[config.mk]
export PLATFORM = sky130hd
export DESIGN_NAME = spi_seg_tx
export DESIGN_NICKNAME = d
export VERILOG_FILES = /design/src/rtl/spi_seg_pkg.sv /design/src/rtl/spi_seg_tx_seg7_encoder.sv /design/src/rtl/spi_seg_tx.sv
export SDC_FILE = /design/constraint.sdc
export NUM_CORES = 1
export LEC_CHECK = 0
export ABC_CLOCK_PERIOD_IN_PS = 3400
export CORE_ASPECT_RATIO = 0.8
export CORE_MARGIN = 5
export CORE_UTILIZATION = 50
export CTS_CLUSTER_DIAMETER = 80
export DETAILED_ROUTE_END_ITERATION = 6
export MAX_ROUTING_LAYER = met4
export PLACE_DENSITY_LB_ADDON = 0.3
export SLEW_MARGIN = 20
export SYNTH_ARGS = -nofsm -noshare
export SYNTH_HDL_FRONTEND = slang
export SYNTH_SLANG_ARGS = --single-unit
[constraint.sdc]
create_clock -name clk -period 3.4 [get_ports clk]
set_input_delay 0.34 -clock clk [delete_from_list [all_inputs] [get_ports clk]]
set_output_delay 0.34 -clock clk [all_outputs]
set_load 0.01 [all_outputs]
[src/rtl/spi_seg_pkg.sv]
// spi_seg_pkg
//   Shared types and constants for the SPI seven-segment transmitter:
//   - DIV_W   : width of the SCLK half-period down-counter
//   - state_e : transmit sequencer states
//   - SEG_LUT : hex digit -> segment pattern, active-high, a..g in bits 0..6
package spi_seg_pkg;

  localparam int DIV_W = 8;

  typedef enum logic [2:0] {
    ST_IDLE  = 3'd0,
    ST_SETUP = 3'd1,
    ST_SHIFT = 3'd2,
    ST_HOLD  = 3'd3,
    ST_GAP   = 3'd4
  } state_e;

  // Packed so that SEG_LUT[n] is the pattern for digit n (first element is index 15).
  localparam logic [15:0][6:0] SEG_LUT = {
    7'h71, 7'h79, 7'h5E, 7'h39, 7'h7C, 7'h77, 7'h6F, 7'h7F,
    7'h07, 7'h7D, 7'h6D, 7'h66, 7'h4F, 7'h5B, 7'h06, 7'h3F
  };

endpackage

[src/rtl/spi_seg_tx_seg7_encoder.sv]
// seg7_encoder
//   Combinational hex-nibble to seven-segment encoder.
//   Ports:
//     nibble_i [3:0] : hex digit 0..F
//     seg_o    [6:0] : segment pattern, active-high, a..g in bits 0..6
module seg7_encoder
  import spi_seg_pkg::*;
(
  input  logic [3:0] nibble_i,
  output logic [6:0] seg_o
);

  assign seg_o = SEG_LUT[nibble_i];

endmodule

[src/rtl/spi_seg_tx.sv]
// spi_seg_tx
//   Sends one byte per request to a seven-segment driver over SPI mode 0,
//   MSB first, optionally encoding a hex nibble (plus decimal point) first.
//   Ports:
//     clk, rst_n       : clock, asynchronous active-low reset
//     tx_data [7:0]    : raw segment byte, or hex nibble in [3:0] with DP in [7]
//     tx_hex           : 1 = encode tx_data[3:0], 0 = send tx_data as is
//     tx_valid/tx_ready: request handshake, accepted when both are high
//     spi_sclk/mosi/cs_n : SPI bus, all driven from flops
//     frame_done       : one-cycle pulse coincident with the chip-select rise
//
//   state  | meaning
//   -------+--------------------------------------------------------------
//   IDLE   | bus idle, ready for a request
//   SETUP  | CS low, MSB on MOSI, waiting CLK_DIV cycles before first rise
//   SHIFT  | 16 SCLK half-periods (8 pulses), MOSI advances on falling edges
//   HOLD   | SCLK low, MOSI holds bit 0, for CLK_DIV cycles
//   GAP    | CS high for CLK_DIV cycles; a new request may land on its last edge
module spi_seg_tx
  import spi_seg_pkg::*;
#(
  parameter int unsigned CLK_DIV = 2
) (
  input  logic       clk,
  input  logic       rst_n,
  input  logic [7:0] tx_data,
  input  logic       tx_hex,
  input  logic       tx_valid,
  output logic       tx_ready,
  output logic       spi_sclk,
  output logic       spi_mosi,
  output logic       spi_cs_n,
  output logic       frame_done
);

  localparam logic [DIV_W-1:0] DIV_RELOAD = DIV_W'(CLK_DIV - 1);
  localparam logic [DIV_W-1:0] DIV_ONE    = DIV_W'(1);

  state_e           state_q, state_d;
  logic [DIV_W-1:0] div_q, div_d;
  logic [3:0]       half_q, half_d;
  logic [7:0]       sreg_q, sreg_d;
  logic             sclk_q, sclk_d;
  logic             mosi_q, mosi_d;
  logic             cs_n_q, cs_n_d;
  logic             ready_q, ready_d;
  logic             done_q, done_d;

  logic [6:0]       seg;
  logic [7:0]       payload;
  logic             div_tc;
  logic             accept;

  seg7_encoder u_enc (
    .nibble_i (tx_data[3:0]),
    .seg_o    (seg)
  );

  assign payload = tx_hex ? {tx_data[7], seg} : tx_data;
  assign div_tc  = (div_q == '0);
  assign accept  = tx_valid && ready_q;

  always_comb begin
    state_d = state_q;
    div_d   = div_q;
    half_d  = half_q;
    sreg_d  = sreg_q;
    sclk_d  = sclk_q;
    mosi_d  = mosi_q;
    cs_n_d  = cs_n_q;
    ready_d = ready_q;
    done_d  = 1'b0;

    case (state_q)
      ST_IDLE, ST_GAP: begin
        if (accept) begin
          state_d = ST_SETUP;
          div_d   = DIV_RELOAD;
          sreg_d  = payload;
          mosi_d  = payload[7];
          cs_n_d  = 1'b0;
          ready_d = 1'b0;
        end else if (state_q == ST_GAP) begin
          if (div_tc) begin
            state_d = ST_IDLE;
          end else begin
            div_d = div_q - 1'b1;
            // Ready rises for the last GAP cycle so the next frame can be
            // accepted exactly when GAP ends, keeping the CS-high gap at CLK_DIV.
            if (div_q == DIV_ONE) ready_d = 1'b1;
          end
        end
      end

      ST_SETUP: begin
        if (div_tc) begin
          state_d = ST_SHIFT;
          div_d   = DIV_RELOAD;
          half_d  = 4'd0;
          sclk_d  = 1'b1;
        end else begin
          div_d = div_q - 1'b1;
        end
      end

      ST_SHIFT: begin
        if (div_tc) begin
          div_d = DIV_RELOAD;
          if (half_q == 4'd15) begin
            state_d = ST_HOLD;
          end else begin
            half_d = half_q + 4'd1;
            if (!half_q[0]) begin
              sclk_d = 1'b0;
              // The 8th falling edge (half 14) leaves bit 0 on MOSI for HOLD.
              if (half_q != 4'd14) begin
                sreg_d = {sreg_q[6:0], 1'b0};
                mosi_d = sreg_q[6];
              end
            end else begin
              sclk_d = 1'b1;
            end
          end
        end else begin
          div_d = div_q - 1'b1;
        end
      end

      ST_HOLD: begin
        if (div_tc) begin
          state_d = ST_GAP;
          div_d   = DIV_RELOAD;
          cs_n_d  = 1'b1;
          done_d  = 1'b1;
          if (CLK_DIV == 1) ready_d = 1'b1;
        end else begin
          div_d = div_q - 1'b1;
        end
      end

      default: begin
        state_d = ST_IDLE;
        sclk_d  = 1'b0;
        cs_n_d  = 1'b1;
        ready_d = 1'b1;
      end
    endcase
  end

  always_ff @(posedge clk or negedge rst_n) begin
    if (!rst_n) begin
      state_q <= ST_IDLE;
      div_q   <= '0;
      half_q  <= 4'd0;
      sreg_q  <= 8'd0;
      sclk_q  <= 1'b0;
      mosi_q  <= 1'b0;
      cs_n_q  <= 1'b1;
      ready_q <= 1'b1;
      done_q  <= 1'b0;
    end else begin
      state_q <= state_d;
      div_q   <= div_d;
      half_q  <= half_d;
      sreg_q  <= sreg_d;
      sclk_q  <= sclk_d;
      mosi_q  <= mosi_d;
      cs_n_q  <= cs_n_d;
      ready_q <= ready_d;
      done_q  <= done_d;
    end
  end

  assign tx_ready   = ready_q;
  assign spi_sclk   = sclk_q;
  assign spi_mosi   = mosi_q;
  assign spi_cs_n   = cs_n_q;
  assign frame_done = done_q;

endmodule

==> flow_results.org, run 1 <==
** Clock tree
- Clock latency reported for the late side of the worst-skew pair :: approximately 270 ps
- Number of clock buffers inserted by TritonCTS :: 3
- CTS tree :: yes
- Clock-pin slew was measured on the worst setup and hold paths at 90 ps.
- The clock net in this run drives a total of 27 sinks.
- After clock tree synthesis, the flow added hold-fix buffers numbering 0.
- The root buffer cell chosen for the clock tree is clkbuf_8.
- Cts repair resizes :: 0
- No sink is reached through more buffers than the 2 on the longest clock path.
- The number of setup buffers added after CTS is 0.
- CTS H-tree depth :: 1

** Synthesis
- Most frequent cells after synthesis :: dfrtp_1 (25), o21ai_0 (24), nand2_1 (16)
- Unique masters post-synth :: 57
- Part of the Yosys area used for sequential elements :: 33.25%
- Cell types occupying the most area after synthesis :: dfrtp_1 (31%), o21ai_0 (5.9%), ha_1 (5.5%)
- Mean area per synthesized cell :: 9.024 um^2
- Count of flip-flops with a built-in enable after synthesis :: 0
- Count leader, synth :: dfrtp_1
- Cell type with the largest total area after synthesis :: dfrtp_1
- In this run the biggest area consumer among cell types represents roughly 30% of the synthesized area.
- The synthesized netlist occupies a cell area of 0.002039 mm^2.
- Synth Flop Type :: dfrtp_1
- Share of async-settable or async-resettable flops after synthesis :: 100.0%
- Synthesized instance count :: 226
- Flip-flop and latch count after synthesis :: 27
- Warnings, synthesis :: 0
- When the netlist entered floorplanning its net count stood at 247.

** Route
- Post-DR vias/cell :: 5.986
- Antenna viol nets, final :: 0
- Drt wl/cell :: around 16 um
- Top layer reached by signal wires :: met4
- In the routed design, unresolved DRC markers number 0.
- The first routing iteration left 150 violations.
- Total wire length after detailed routing :: 4507 um
- Wire length on met3 :: 254 um
- The detailed router placed 1736 vias in this run.
- In the final routing, the length of wire on met1 measures 2391 um.
- The first TritonRoute pass finished after 4 iterations.
- The routed design uses 1810 um of met2 wire.

** Pwr
- Power density over the cells :: 247.6 mW/mm^2
- For this design the static power due to leakage is 0.9134 nW.
- Max rail drop VDD :: 0.0002245 V

** Layout
- The area growth from synthesis to layout is 10.80%.
- The number of antenna diodes in the final layout is 0.
- Share of final-layout standard cells stronger than drive strength 1 :: 12.34%
- Fill cell total of the finished layout :: 347
- After the last flow step, the layout net total stands at 257.
- For this run, the share of the core covered by cells in the final layout is about three fifths.

** Critical path
- FF-to-FF setup slack :: approximately 1000 ps
- The critical path ends at sreg_q[4].
- STA classifies the critical path startpoint as a flip-flop.
- Endpoint required time on the critical path :: 3560 ps
- Crit end category :: flip-flop
- The number of cells on the worst reg-to-reg path is 4.
- In this run the critical register-to-register path is launched from state_q[1].
- In this run the worst setup path begins at state_q[1].
- Data arrives at the worst endpoint at 2580 ps.
- The worst setup path is of the flip-flop to flip-flop kind.
- Of all nets on the critical path, the largest fanout is 20.
- Critical R2R Capture :: sreg_q[4]

** Status
- The run finished with clean final reports.

** Floorplan
- Total Die Area :: 0.005464 mm^2
- For this configuration, the core starts out at a cell density of 52.58%.
- I/O pins :: 17
- Placement row count :: 20
- The die is approximately 81 um wide.
- Die extent in y :: 67.13 um
- Area of the core :: 0.003879 mm^2

** Timing
- Unrepaired setup endpoints after global routing :: no
- The count of final max-slew check failures was 0.
- Tightest slew margin relative to the limit :: 51.61%
- Post-route clock skew :: 2.829 ps
- The final count of hold timing violations is 0.
- Counting I/O delays and the setup requirement, the final critical path takes 2417 ps.
- For the final routed database, the setup TNS stands at 0 ps.
- Hold slack :: 437.9 ps
- Final worst-path setup slack :: 983.3 ps
- Maximum clock frequency :: 413.8 MHz
- Total of endpoints with negative setup slack in the final report :: 0
- Final period util :: between 70% and 80%
- Actual transition at the worst max-transition pin :: around 720 ps

** Place
- Routability-driven placement finished with a final weighted congestion of 0.9093.
- I/O Buffers :: 16
- OpenSTA, run right after detailed placement, puts the worst setup slack at 1036 ps.
- Half-perimeter wire length after placement :: 3323 um

** Global route
- Entering global routing, the biggest net connects 28 pins.
- The first global-routing pass estimated a little under 8000 um of wire.
- Aggregate global-route resource usage :: a little under a fifth
- Remaining Overflow, GRT :: 0
- The number of global-route vias before repair came to 1602.
- Number of antenna violations at the first check in global routing :: 0

** Min path
- The min-delay analysis places its worst path in the category input pin to async pin.

** Flow run
- Across the run, the number of max-cap violations was 0.
routing by layer:
| layer | up-vias | GRT usage (%) |
|---|---|---|
| met2 | 49 | 24.80 |
| met3 | 6 | 2.973 |
| li1 | 866 | - |
| met4 | 0 | 4.430 |
| met1 | 815 | 30.39 |
| met5 | - | - |
flip-flops by register name, summed over array words and instances, names as in the netlist:
| name | flops |
|---|---|
| div_q | 8 |
| sreg_q | 7 |
| half_q | 4 |
| state_q | 3 |
| frame_done | 1 |
| spi_cs_n | 1 |
| spi_mosi | 1 |
| spi_sclk | 1 |
| tx_ready | 1 |
worst min-delay path by stage:
stage,from,to,slack (ps)
CTS,rst_n,div_q[5],450
floorplan,rst_n,div_q[0],40
detailed placement,sreg_q[4],sreg_q[4],500
global placement,sreg_q[0],sreg_q[0],510
global route,rst_n,div_q[7],460
finish,rst_n,div_q[7],440
final cells by class:
| class | instances | area, um^2 | share of cell area (%) |
|---|---|---|---|
| clock buffer | 4 | 45.04 | 1.993 |
| timing repair buffer | 18 | 175.2 | 7.752 |
| inverter | 7 | 26.28 | 1.163 |
| tap | 55 | 68.82 | 3.045 |
| sequential | 27 | 678.2 | 30.01 |
| multi-input combinational | 179 | 1266 | 56.04 |
cell families (layout without fill, tap and decap cells):
logic type,Yosys count,in the layout,synth area share (%)
flip-flops,27,27,33.25
buffers and inverters,20,29,4.663
AND/OR/NAND/NOR,72,72,21.41
multiplexers,11,11,6.503
AO/OA/AOI/OAI,85,85,27.79
XOR/XNOR,2,2,0.8591
adder cells (fa/ha/maj),9,9,5.522
cells in the final DEF, fill, tap and decap left out, types with 6 or more instances in the layout:
master and n:
dfrtp_1 25, o21ai_0 24, nand2_1 16, clkdlybuf4s50_1 16, a21oi_1 13, nor2_1 12, a31oi_1 9, ha_1 9
inv_1 7, nand2b_1 6
through the flow:
stage                     area [um^2]  total power (W)  std cells
after floorplan                  2039        0.0003568        226
after global placement           2215        0.0003866        286
after detailed placement         2215        0.0003868        286
after CTS                        2260        0.0005652        290
after global routing             2260        0.0005889        290
final                            2260        0.0005595        290
worst max-delay path, stage by stage (launching register included):
cell,delay (ps)
dfrtp_1,720
or3b_2,620
a31oi_2,250
or2_1,380
mux2_4,330
report_power, final:
| part | switching [W] | internal [W] |
|---|---|---|
| registers | 0 | 0.000321 |
| logic | 0.0000319 | 0.0000277 |
| clock network | 0.0000950 | 0.0000839 |
Power figures use the tool's default switching activity.
==> inputs of run 2 (changes only) <==
--- a/config.mk
+++ b/config.mk
@@ -5,7 +5,7 @@
 export SDC_FILE = /design/constraint.sdc
 export NUM_CORES = 1
 export LEC_CHECK = 0
-export ABC_CLOCK_PERIOD_IN_PS = 3400
+export ABC_CLOCK_PERIOD_IN_PS = 2000
 export CORE_ASPECT_RATIO = 0.8
 export CORE_MARGIN = 5
 export CORE_UTILIZATION = 50
==> constraint.sdc (replaced) <==
create_clock -name clk -period 2 [get_ports clk]
set_input_delay 0.2 -clock clk [delete_from_list [all_inputs] [get_ports clk]]
set_output_delay 0.2 -clock clk [all_outputs]
set_load 0.01 [all_outputs]
==> flow_results.org, run 2 (synthesis gave the netlist of run 1 again) <==
** Status
- Run status :: complete, no violations

** Critical path
- Crit end category :: flip-flop
- Crit. Startpoint :: div_q[1]
- Critical R2R Capture :: half_q[0]
- Startpoint type of the worst setup path :: flip-flop
- The worst register-to-register path has a depth of 7.
- The worst register-to-register path has a setup slack of 100 ps.
- Startpoint of the worst-slack reg-to-reg timing path :: div_q[1]
- Endpoint required time on the critical path :: 2170 ps
- Largest driver fanout on the critical path :: 10
- Critical path data arrival time :: between 2000 and 2500 ps
- By startpoint and endpoint, the worst setup path is classified as flip-flop to flip-flop.

** Place
- In this run the cell area measured after placement is 0.002410 mm^2.
- Half-perimeter wire length after placement :: 3800 um
- After detailed placement, the design holds a cell count of 312.
- Setup slack at placement :: -8.357 ps
- Last weighted congestion value of the routability-driven placer :: 0.8528
- I/O Buffers :: 16

** Timing
- On the final layout, the worst clock skew is 7.651 ps.
- Setup violations remaining at the end of the flow were counted as 0.
- The clock period could shrink to roughly 1900 ps.
- After layout, the worst path uses 94.79% of the clock period.
- The final count of hold timing violations is 0.
- The count of final max-slew check failures was 0.
- Maximum clock frequency :: around 530 MHz
- Tightest slew margin relative to the limit :: 68.04%
- At the pin with the least slew margin, the transition time is 478.2 ps.
- Across all setup checks in the final design, the least slack found is 104.1 ps.
- Sum Neg Setup Slack :: 0 ps

** Layout
- Most common library cell in the layout ignoring fill and taps :: buf_4
- The net count of the finished layout is 285.
- Non-Filler Instances :: 318
- Leaving out fill and tap cells, the most frequent cells in the layout are buf_4 (30), dfrtp_1 (25), o21ai_0 (24), nand2_1 (16), clkdlybuf4s50_1 (16).
- The post-route netlist has a little under a quarter of its cells at a drive strength greater than 1.
- The number of antenna diodes in the final layout is 0.
- Area grow syn2layout :: 22.02%
- Ranked by flip-flop count, first place goes to div_q.
- Number of flip-flops in the largest register :: 8
- With fillers left out, the area of the finished cells amounts to between 0.002 and 0.0025 mm^2.
- Largest registers in the final layout :: div_q x8, sreg_q x7, half_q x4
- Final core utilization :: 64.16%
- Multi-input logic area :: 0.001285 mm^2
- Fill cell total of the finished layout :: 324
- Storage element area :: 678.2 um^2

** Global route
- Number of antenna violations at the first check in global routing :: 0
- Global-route wire length before repair :: 8783 um
- Maximum number of pins on one net before global-route repair :: 28
- Global routing consumed, over all layers together, 21.49% of the routing resources.
- The number of global-route vias before repair was 1765.
- The total overflow left after global routing is 0.

** Clock tree
- Clock Tree Root :: clkbuf_8
- CTS tree :: yes
- CTS H-tree depth :: 1
- Number of clock buffers inserted by TritonCTS :: 3
- After clock tree synthesis, the clock-pin slew on the worst setup and hold paths is roughly 100 ps.
- The clock reaches the later pin of the worst-skew pair after 280 ps.
- Total of hold buffers inserted after clock tree synthesis :: 0
- Counting every sink on the clock net gives 27.
- The longest clock path from root to sink contains 2 buffers.

** Route
- Drt wl/cell :: 16.23 um
- Number of detailed-route iterations in the first pass :: 5
- DRC violations left :: 0
- In this run the remaining antenna-violating nets after routing total 0.
- For this block, the initial DRC count from the detailed router was 160.
- Total wire length after detailed routing :: 5162 um
- Post-DR vias/cell :: 6.025
- Vias post-DR :: 1916

** Pwr
- VDD sags by at most 0.0002670 V.
- For this design the ratio of total power to cell area is 392.9 mW/mm^2.
- Summed over all cells, the static leakage comes to around 1.1 nW.

** Floorplan
- The initial utilization of the core area, before any placement, comes to 52.58%.
- For this design the top-level I/O count stands at 17.
- In this run the core area contains 20 standard-cell rows.
- Total Die Area :: 0.005464 mm^2
- Die X-Extent :: 81.41 um
- Die extent in y :: 67.13 um
- The core region is 0.003879 mm^2.

** Min path
- The tightest min-delay check is of the input pin to async pin type.

** Flow run
- Reported max-cap violation count :: 0
## run 2: cell types whose count changed in the layout (fill, tap and decap cells not counted), sizes merged
cell	delta
buf	+28
## run 2: worst max path at each step
stage	to	slack, ps
2_1_floorplan	sreg_q[0]	30
3_3_place_gp	sreg_q[4]	30
3_5_place_dp	sreg_q[4]	-8
4_1_cts	div_q[6]	30
5_1_grt	div_q[6]	-3
6_report	half_q[0]	100
## run 2: routing by layer
metal	vias to the layer above	track usage, %	part of all wire [%]
li1	922	-	-
met1	919	31.75	51
met2	64	30.59	42
met3	11	3.649	6.0
met4	0	4.430	1.0
met5	-	-	0
## run 2: where the power goes
group	total, W	switching (W)	internal (W)
registers	0.000546	0	0.000546
clock network	0.000324	0.000181	0.000143
logic	0.000108	0.0000572	0.0000507
## run 2: cell type report
class	count	share of cell area, %
tap	55	2.765
multi-input combinational	179	51.63
clock buffer	4	1.810
inverter	7	1.056
sequential	27	27.25
timing repair buffer	46	15.49
## run 2: what timing repair did
action | CTS | global route
setup buffers | 0 | 2
cloned | 0 | 0
gates resized for setup | 1 | 3
setup endpoints to repair | 1 | 1
pin swaps | 0 | 2
## run 2: worst max-delay path, stage by stage (launching register included)
cell     delay (ps)
dfrtp_1         400
inv_1           110
ha_4            160
or3b_4          400
buf_4           160
nor2_4          190
nand2_1         120
a22o_1          240
## run 2: stage by stage
stage / hold WS [ps] / total power [W]
floorplan: -95.59 / 0.0006065
global placement: 500.1 / 0.0006610
detailed placement: 494.8 / 0.0006627
CTS: 307.7 / 0.0009775
global route: 319.9 / 0.001012
finish: 284.2 / 0.0009778
==> inputs of run 3 (changes only) <==
--- a/config.mk
+++ b/config.mk
@@ -8,7 +8,7 @@
 export ABC_CLOCK_PERIOD_IN_PS = 2000
 export CORE_ASPECT_RATIO = 0.8
 export CORE_MARGIN = 5
-export CORE_UTILIZATION = 50
+export CORE_UTILIZATION = 52
 export CTS_CLUSTER_DIAMETER = 80
 export DETAILED_ROUTE_END_ITERATION = 6
 export MAX_ROUTING_LAYER = met4
==> flow_results.org, run 3 (synthesis gave the netlist of run 1 again) <==
** Layout
- Number of flip-flops in the largest register :: 8
- Most common library cell in the layout ignoring fill and taps :: buf_4
- Antenna diode instance count :: 0
- After filler insertion, the fill cell instance count of the layout stands at between 300 and 400.
- Cells fill 65.16% of the core in the end.
- Share of final-layout standard cells stronger than drive strength 1 :: 21.92%
- Largest registers in the final layout :: div_q x8, sreg_q x7, half_q x4
- Counting flops per register, the top entry is div_q.
- Number of nets in the layout :: 282
- Area grow syn2layout :: 21.53%
- After routing the design area is 0.002479 mm^2.
- Excluding fillers, the count of instances in the completed layout stands at ~320.
- Highest-count cells in the layout ignoring fill and taps :: buf_4 (26), dfrtp_1 (25), o21ai_0 (24), nand2_1 (16), clkdlybuf4s50_1 (16)

** Global route
- The first global-routing pass estimated about 8200 um of wire.
- Remaining Overflow, GRT :: 0
- Entering global routing, the biggest net connects 28 pins.
- Aggregate global-route resource usage :: 19.89%
- Vias in the first global route :: 1755
- The initial antenna violation count was 0.

** Clock tree
- CTS H-tree depth :: 1
- Clock-pin slew was measured on the worst setup and hold paths at 90 ps.
- Counting the buffers created by CTS gives 3.
- The clock drives 27 sinks.
- After clock tree synthesis, the flow added hold-fix buffers numbering 0.
- Clock Tree Root :: clkbuf_8
- For the worst-skew pair, the clock arrives at the later sink with an insertion delay of 270 ps.
- Bufs on Longest Clock Path :: 2
- TritonCTS built the clock tree.

** Floorplan
- Die extent in y :: 66.02 um
- Starting density of the core :: between 50% and 60%
- The initialized floorplan defines 20 standard-cell rows.
- The floorplan step defined a core boundary enclosing around 0.0038 mm^2.
- The die covers around 0.0053 mm^2.
- The die is 80.02 um wide.
- During I/O placement, the number of pins put on the boundary was 17.

** Flow run
- Reported max-cap violation count :: 0

** Timing
- Final period demand of the worst path :: roughly 1900 ps
- Setup slack closes at 68.17 ps.
- For the final database, setup skew stands at 4.016 ps.
- Of the available clock period, the critical path in the final layout requires 96.59%.
- Adding up every negative setup slack in the final design gives 0 ps.
- Final Hold Vio Count :: 0
- Setup violations remaining at the end of the flow were counted as 0.
- For this run, the top clock speed supported by timing is 517.6 MHz.
- The count of final max-slew check failures is 0.
- At the pin with the least slew margin, the transition time is 515.1 ps.
- Tightest slew margin relative to the limit :: 65.57%

** Status
- The run finished with clean final reports.

** Place
- Last weighted congestion value of the routability-driven placer :: approximately 0.85
- Half-perimeter wire length after placement :: approximately 3600 um
- Area after detailed placement :: around 0.0024 mm^2
- # placed instances :: 310
- I/O Buffers :: 16
- Timing analysis after detailed placement gives a worst setup slack of -28.92 ps.

** Min path
- The min-delay analysis places its worst path in the category input pin to async pin.

** Critical path
- Startpoint of the worst-slack reg-to-reg timing path :: div_q[0]
- Along the worst path, the maximum fanout reaches 4.
- Among the stages of the critical path, the cell type that occurs most often is or3_1.
- Crit path kind :: flip-flop to flip-flop
- STA classifies the critical path startpoint as a flip-flop.
- Cell with the largest stage delay on the worst path :: dfrtp_1
- Critical path data arrival time :: 2140 ps
- The largest single stage delay on the critical path is 390 ps.
- Across all register-to-register paths, the minimum setup slack is slightly below 70 ps.
- At the worst endpoint, the required time is approximately 2200 ps.
- Crit. Startpoint :: div_q[0]
- Chain of cells forming the critical path :: inv_1 > ha_4 > or3b_4 > or3_1 > or3_1 > a21boi_2
- Measured in cells, the most critical reg-to-reg path has a length of 6.
- Crit end category :: flip-flop

** Route
- Dividing the detail-routed wire length by the instance count gives ~15 um.
- The detail route stage leaves a number of antenna-violating nets equal to 0.
- Dividing the detail-routed via count by the number of cells gives slightly below 6.
- Total wire length after detailed routing :: approximately 4900 um
- Number of detailed-route iterations in the first pass :: 4
- For this run, design rule violations remaining after detail routing come to 0.
- Across all layers, the routed design uses 1858 vias.
- Initial detailed-routing violation count :: 139

** Pwr
- Power density over the cells :: a little under 400 mW/mm^2
- Max rail drop VDD :: about 0.00031 V
- For this design the static power due to leakage is 1.045 nW.
## run 3: cell count changes in the layout (fill, tap and decap cells not counted), sizes merged
cell / change
buf: -3
## run 3: repair_timing
action | 4_1_cts | 5_1_grt
endpoints found under the setup margin | 1 | 6
pin swaps | 0 | 1
buffers inserted | 0 | 1
gates resized for setup | 1 | 3
## run 3: cell type report
cell class,instances,area (um^2),share of cell area (%)
Clock buffer,4,45.04,1.817
Multi-Input combinational cell,179,1285,51.84
Tap cell,55,68.82,2.776
Timing Repair Buffer,43,375.4,15.14
Sequential cell,27,678.2,27.36
Inverter,7,26.28,1.060
## run 3: where the power goes
part	switching (W)	total [W]	internal [W]	leakage (nW)
Clock	0.000169	0.000311	0.000143	0.0228
Combinational	0.0000560	0.000107	0.0000508	0.682
Sequential	0	0.000546	0.000546	0.340
Total	0.000225	0.000964	0.000739	1.04
## run 3: through the flow
step           hold slack, ps  power [W]
4_1_cts                 306.4  0.0009739
3_5_place_dp            499.8  0.0006628
2_1_floorplan          -95.59  0.0006065
3_3_place_gp            491.7  0.0006604
6_report                297.2  0.0009638
5_1_grt                 322.1   0.001011
## run 3: critical path, delay by kind of cell, from the launching register on
family / cells / cell delay, ps
AND/OR/NAND/NOR: 3 / 1060
buffers and inverters: 1 / 130
adder cells (fa/ha/maj): 1 / 170
flip-flops: 1 / 390
AO/OA/AOI/OAI: 1 / 130
## run 3: worst paths after layout
kind	to
max in group asynchronous	tx_ready
min	div_q[0]
max reg2reg	div_q[6]
max	div_q[6]
min in group clk	spi_mosi
min reg2reg	spi_mosi
## run 3: per-layer routing
layer  GRT usage [%]  up-vias  routed length (um)
met4           5.063        0                  27
met1           28.91      883                2368
met5               -        -                   0
li1                -      917                   -
met2           27.79       53                2191
met3           4.496        5                 287
